[src/rtl/seq_reorder_pkg.sv]
// Packet field layout and slot storage type for the sequence reorder buffer.
// Offsets describe the default network configuration; packet_size() covers the others.
package seq_reorder_pkg;
    localparam int NETWORK_SIZE_DEF  = 256;
    localparam int PAYLOAD_WIDTH_DEF = 22;
    localparam int SEQ_WIDTH_DEF     = 4;
    localparam int TYPE_WIDTH_DEF    = 2;
    localparam int NODE_WIDTH_DEF    = $clog2(NETWORK_SIZE_DEF);

    // Packet is {type, dest, source, seq, payload}, payload at the LSBs.
    localparam int SEQ_START    = PAYLOAD_WIDTH_DEF;
    localparam int SOURCE_START = SEQ_START + SEQ_WIDTH_DEF;
    localparam int DEST_START   = SOURCE_START + NODE_WIDTH_DEF;
    localparam int TYPE_START   = DEST_START + NODE_WIDTH_DEF;
    localparam int PACKET_SIZE  = TYPE_START + TYPE_WIDTH_DEF;

    typedef struct packed {
        logic                   vld;
        logic [PACKET_SIZE-1:0] pkt;
    } slot_t;

    function automatic int packet_size(input int network_size, input int payload_width,
                                       input int seq_width, input int type_width);
        return type_width + 2 * $clog2(network_size) + seq_width + payload_width;
    endfunction
endpackage

[src/rtl/seq_slot_select.sv]
// Lowest-index priority encoder: reports whether any request bit is set and
// the index of the lowest one.
module seq_slot_select #(
    parameter  int N     = 32,
    localparam int IDX_W = (N > 1) ? $clog2(N) : 1
) (
    input  logic [N-1:0]     req,
    output logic             found,
    output logic [IDX_W-1:0] idx
);
    always_comb begin
        found = |req;
        idx   = '0;
        for (int i = N - 1; i >= 0; i--) begin
            if (req[i]) idx = IDX_W'(i);
        end
    end
endmodule

[src/rtl/seq_reorder_buffer.sv]
// Reorders NI spike packets into sequence-number order for the MUL stage.
// SEQ_REORDER_STALE_DROP_EN: discard packets behind cur_seq instead of storing them.
module seq_reorder_buffer
    import seq_reorder_pkg::*;
#(
    parameter  int NETWORK_SIZE  = NETWORK_SIZE_DEF,
    parameter  int PAYLOAD_WIDTH = PAYLOAD_WIDTH_DEF,
    parameter  int SEQ_WIDTH     = SEQ_WIDTH_DEF,
    parameter  int TYPE_WIDTH    = TYPE_WIDTH_DEF,
    parameter  int DEPTH         = 32,
    parameter  int CNT_WIDTH     = 8,
    localparam int PKT_W = packet_size(NETWORK_SIZE, PAYLOAD_WIDTH, SEQ_WIDTH, TYPE_WIDTH),
    localparam int OCC_W = $clog2(DEPTH + 1)
) (
    input  logic                 clk,
    input  logic                 rst_n,
    input  logic                 in_valid,
    input  logic [PKT_W-1:0]     in_packet,
    output logic                 in_ready,
    output logic                 out_valid,
    output logic [PKT_W-1:0]     out_packet,
    input  logic                 out_ready,
    input  logic [CNT_WIDTH-1:0] cfg_expected,
    output logic [SEQ_WIDTH-1:0] cur_seq,
    output logic [OCC_W-1:0]     occupancy,
    output logic                 drop_stale
);
    localparam int IDX_W  = $clog2(DEPTH);
    localparam int SEQ_LO = PAYLOAD_WIDTH;

    logic [DEPTH-1:0]     slot_vld;
    logic [PKT_W-1:0]     slot_pkt [DEPTH];
    logic [DEPTH-1:0]     match;
    logic                 hit, free_found;
    logic [IDX_W-1:0]     hit_idx, free_idx;
    logic [SEQ_WIDTH-1:0] in_seq;
    logic                 in_match, bypass_sel, bypass_taken, stale;
    logic                 wr_en, rel, rel_buf, advance;
    logic [CNT_WIDTH-1:0] release_cnt, cnt_target;
    logic [CNT_WIDTH:0]   cnt_inc;

    for (genvar g = 0; g < DEPTH; g++) begin : g_match
        assign match[g] = slot_vld[g] && (slot_pkt[g][SEQ_LO +: SEQ_WIDTH] == cur_seq);
    end

    seq_slot_select #(.N(DEPTH)) u_match_sel (.req(match),     .found(hit),        .idx(hit_idx));
    seq_slot_select #(.N(DEPTH)) u_free_sel  (.req(~slot_vld), .found(free_found), .idx(free_idx));

    assign in_seq = in_packet[SEQ_LO +: SEQ_WIDTH];

`ifdef SEQ_REORDER_STALE_DROP_EN
    logic [SEQ_WIDTH-1:0] seq_dist;
    // Modular distance ahead of cur_seq; the upper half of the ring counts as behind.
    assign seq_dist = in_seq - cur_seq;
    assign stale    = in_valid & seq_dist[SEQ_WIDTH-1];

    always_ff @(posedge clk or negedge rst_n) begin
        if (!rst_n) drop_stale <= 1'b0;
        else        drop_stale <= stale;
    end
`else
    assign stale      = 1'b0;
    assign drop_stale = 1'b0;
`endif

    // Buffered matches win over a matching input so older copies drain first.
    assign in_match     = in_valid && (in_seq == cur_seq);
    assign bypass_sel   = in_match & ~hit;
    assign out_valid    = hit | bypass_sel;
    assign out_packet   = hit ? slot_pkt[hit_idx] : in_packet;
    assign bypass_taken = bypass_sel & out_ready;
    assign in_ready     = bypass_taken | free_found | stale;

    assign wr_en      = in_valid & free_found & ~bypass_taken & ~stale;
    assign rel        = out_valid & out_ready;
    assign rel_buf    = hit & out_ready;
    assign cnt_target = (cfg_expected == '0) ? CNT_WIDTH'(1) : cfg_expected;
    assign cnt_inc    = {1'b0, release_cnt} + (CNT_WIDTH + 1)'(1);
    assign advance    = rel && (cnt_inc >= {1'b0, cnt_target});

    always_ff @(posedge clk or negedge rst_n) begin
        if (!rst_n) begin
            slot_vld    <= '0;
            cur_seq     <= '0;
            release_cnt <= '0;
            occupancy   <= '0;
        end else begin
            // Write and release never target the same slot: one is free, the other valid.
            if (wr_en)   slot_vld[free_idx] <= 1'b1;
            if (rel_buf) slot_vld[hit_idx]  <= 1'b0;
            if (advance) begin
                cur_seq     <= cur_seq + SEQ_WIDTH'(1);
                release_cnt <= '0;
            end else if (rel) begin
                release_cnt <= cnt_inc[CNT_WIDTH-1:0];
            end
            occupancy <= occupancy + OCC_W'(wr_en) - OCC_W'(rel_buf);
        end
    end

    always_ff @(posedge clk) begin
        if (wr_en) slot_pkt[free_idx] <= in_packet;
    end
endmodule
[config.mk]
export PLATFORM = sky130hd
export DESIGN_NAME = seq_reorder_buffer
export DESIGN_NICKNAME = d
export VERILOG_FILES = /design/src/rtl/seq_reorder_pkg.sv /design/src/rtl/seq_slot_select.sv /design/src/rtl/seq_reorder_buffer.sv
export SDC_FILE = /design/constraint.sdc
export NUM_CORES = 2
export LEC_CHECK = 0
export CAP_MARGIN = 40
export CORE_UTILIZATION = 50
export DETAILED_ROUTE_END_ITERATION = 8
export PLACE_DENSITY = 0.65
export SLEW_MARGIN = 20
export SYNTH_ARGS = -nofsm -noshare
export SYNTH_HDL_FRONTEND = slang
export SYNTH_SLANG_ARGS = --single-unit
[constraint.sdc]
create_clock -name clk -period 14.2 [get_ports clk]
set_input_delay 2.84 -clock clk [delete_from_list [all_inputs] [get_ports clk]]
set_output_delay 2.84 -clock clk [all_outputs]
set_load 0.05 [all_outputs]
==> impl_metrics.tcl <==
set metrics [dict create \
    worstPathMaxFanout 23 \
    synth-edff-count 1408 \
    rsz0062_at_grt "false" \
    portBuffers 111 \
    postPlaceCellArea_mm2 0.06460 \
    relSlewSlack_pct 36.43 \
    timing.fmax_ghz 0.09176 \
    async_flop_share_pct 3.429 \
    overflow 0 \
    initial_core_util_pct 50.75 \
    fp.dieH_um 349.1 \
    fill_cells 9154 \
    cts_buffer_depth 3 \
    core_mm2 0.1187 \
    netlist_instances 4091 \
    ctsResizeCount 0 \
    path_common_cell "buf_4" \
    synth_cell_types 82 \
    outcome "finished clean" \
    path_clk_slew_ns 0.06 \
    vias_per_cell 6.495 \
    syn_area_per_cell_um2 14.73 \
    peakVddDrop_v 0.0001756 \
    clkSinkCount 1458 \
    fin_crit_sh_pct 76.75 \
    static-leakage-power_nw 24.46 \
    die_area_mm2 0.1219 \
    cap_violations 0 \
    powerDensity_mw_per_mm2 202.9 \
    skew_ns 0.03052 \
    grt_usage_pct 31.80 \
    area_growth_pct 15.50 \
    nets 4365 \
    antenna_found_initial 6 \
    worst_slew_pin_slew_ns 0.9513 \
    crit_family "simple AND/OR/NAND/NOR gates" \
    critPathMaxStageDelay_ns 0.90 \
    yosysTopAreaCell "edfxtp_1" \
    syn_area_mm2 0.06025 \
    synth-seq-cells 1458 \
    final_cell_mix "edfxtp_1, nand2_1, mux2i_1" \
    cts_hold_repair.buffers 0 \
    final_area_mm2 0.06958 \
    worstPathCellList "buf_4 -> xor2_1 -> nor3_1 -> and3_1 -> buf_4 -> nor4_2 -> nand4_1 -> nor2_1 -> nand2_1 -> a211oi_1 -> and4bb_1 -> a31oi_1 -> clkdlybuf4s50_1" \
    synthTopCellsByArea "edfxtp_1, mux2i_1, nand2_1, dfrtp_1, nand3_1" \
    cpMaxStageDelayCell "clkdlybuf4s50_1" \
    rows 126 \
    yosys.area.top_type_share_pct 70.18 \
    ios 113 \
    vias 39027 \
    yosysSeqAreaShare_pct 72.26 \
    ant_nets 0 \
    critPathRequiredTime_ns 11.36 \
    clock_latency_ns 0.78 \
    numCtsBuffers 150 \
    ys.warnings.count 0 \
    htree_num_levels 4 \
    hpwl_um 113300 \
    crit_path_end_kind "primary output" \
    first_pass_iters 6 \
    grt_max_degree 134 \
    grt_pass1_vias 37553 \
    slew_violations 0 \
    layout_min_cycle_time_ns 10.90 \
    cp.buffers_inverters 3 \
    grt_pass1_wl_um 275000 \
    cts_tree "done" \
    yosys_most_used_dff "edfxtp_1" \
    post_cts_buffers 0 \
    critPathArrivalTime_ns 8.06 \
    routed_wl_um 194600 \
    synth.net_count 4164 \
    drc 0 \
    final-hold-violation-count 0 \
    place.gp.congestion 0.9411 \
    wl_per_cell_um 32.39 \
    setup-violations-final 0 \
    cts_root_buf "clkbuf_16" \
    setup_tns_ns 0 \
    die_width_um 349.1 \
    final_common_cell "edfxtp_1" \
    min_path_type "reg -> reg" \
    first_iter_violations 5729 \
    crit_type "reg -> out" \
    worst_setup_path_start_kind "flip-flop" \
    drive_above_1_share_pct 11.64 \
]
cells in the mapped netlist, drive strengths merged (6+ instances only):
| master | number |
|---|---|
| o21ai | 79 |
| o221ai | 15 |
| nand4 | 43 |
| and3 | 35 |
| o22a | 34 |
| xnor2 | 50 |
| nor4b | 12 |
| nor2 | 115 |
| nand3 | 198 |
| a22oi | 12 |
| nand2b | 7 |
| a211oi | 110 |
| and4 | 7 |
| a211o | 16 |
| a21oi | 140 |
| a21boi | 64 |
| o22ai | 67 |
| xor2 | 96 |
| mux2 | 24 |
| mux2i | 310 |
| or4 | 6 |
| clkbuf | 94 |
| o211ai | 16 |
| and2 | 6 |
| nor3 | 28 |
| o31ai | 23 |
| inv | 30 |
| a31oi | 96 |
| nand2 | 527 |
| nor4 | 53 |
| a21o | 16 |
| a32oi | 41 |
| edfxtp | 1408 |
| dfrtp | 50 |
| o31a | 10 |
| o32a | 11 |
| a2111oi | 6 |
| buf | 154 |
| ha | 16 |
registers in the layout, indices dropped and copies added (netlist names):
name and count:
cur_seq 4, occupancy 6, release_cnt 8, slot_vld 32
slot_pkt 1408
metrics by stage:
step	instances	hold WS [ns]	utilization [%]	worst slack (ns)	power, mW
final	6009	0.5023	58.62	3.302	14.12
after global routing	6008	0.5388	58.61	3.318	14.52
after CTS	5999	0.5110	58.46	3.563	14.04
after detailed placement	5732	0.4978	54.42	4.425	10.20
after global placement	5668	0.4919	53.38	3.841	10.01
after floorplan	4091	0.4839	-	6.857	8.233
per-layer routing:
metal / part of all wire [%] / track usage [%]
met5: 0.011 / 0
met4: 4.1 / 12.75
met3: 11 / 7.164
met2: 45 / 48.77
met1: 39 / 44.07
cell type report:
class                      count  area, µm²  area share, %
multi-input combinational   2355      15740          22.62
clock buffer                 184       4009          5.761
timing repair buffer         297       3397          4.882
tap                         1600       2002          2.877
sequential                  1458      43540          62.57
inverter                      30      112.6         0.1618
clock inverter                83      782.0          1.124
antenna                        2      5.005       0.007193
worst paths after layout:
kind	from	to	slack, ns	cells after the start
setup / recovery	cur_seq[1]	out_packet[24]	3.30	13
hold / removal	occupancy[0]	occupancy[0]	0.50	1
setup reg to reg	cur_seq[1]	slot_pkt[13][30]	6.71	16
hold reg to reg	occupancy[0]	occupancy[0]	0.50	1
max in group asynchronous	rst_n	cur_seq[1]	11.48	2
min in group asynchronous	rst_n	cur_seq[3]	2.20	2
cells by family after synthesis:
logic type / count (synthesis) / share of synthesized area (%)
DFF: 1458 / 72.26
and+or+nand+nor: 1059 / 8.147
AOI/OAI and AO/OA: 795 / 9.136
muxes: 337 / 5.711
buffers and inverters: 278 / 2.253
xor gates and xnor gates: 146 / 2.123
adders and majority gates: 17 / 0.3655
other: 1 / 0.006225
report_power, final:
part	total (mW)	internal, mW	switching, mW
clock network	3.89	2.24	1.65
logic	5.00	1.48	3.52
registers	5.23	5.09	0.134
total	14.1	8.82	5.30
No activity file was read; power rests on OpenSTA's default activity.
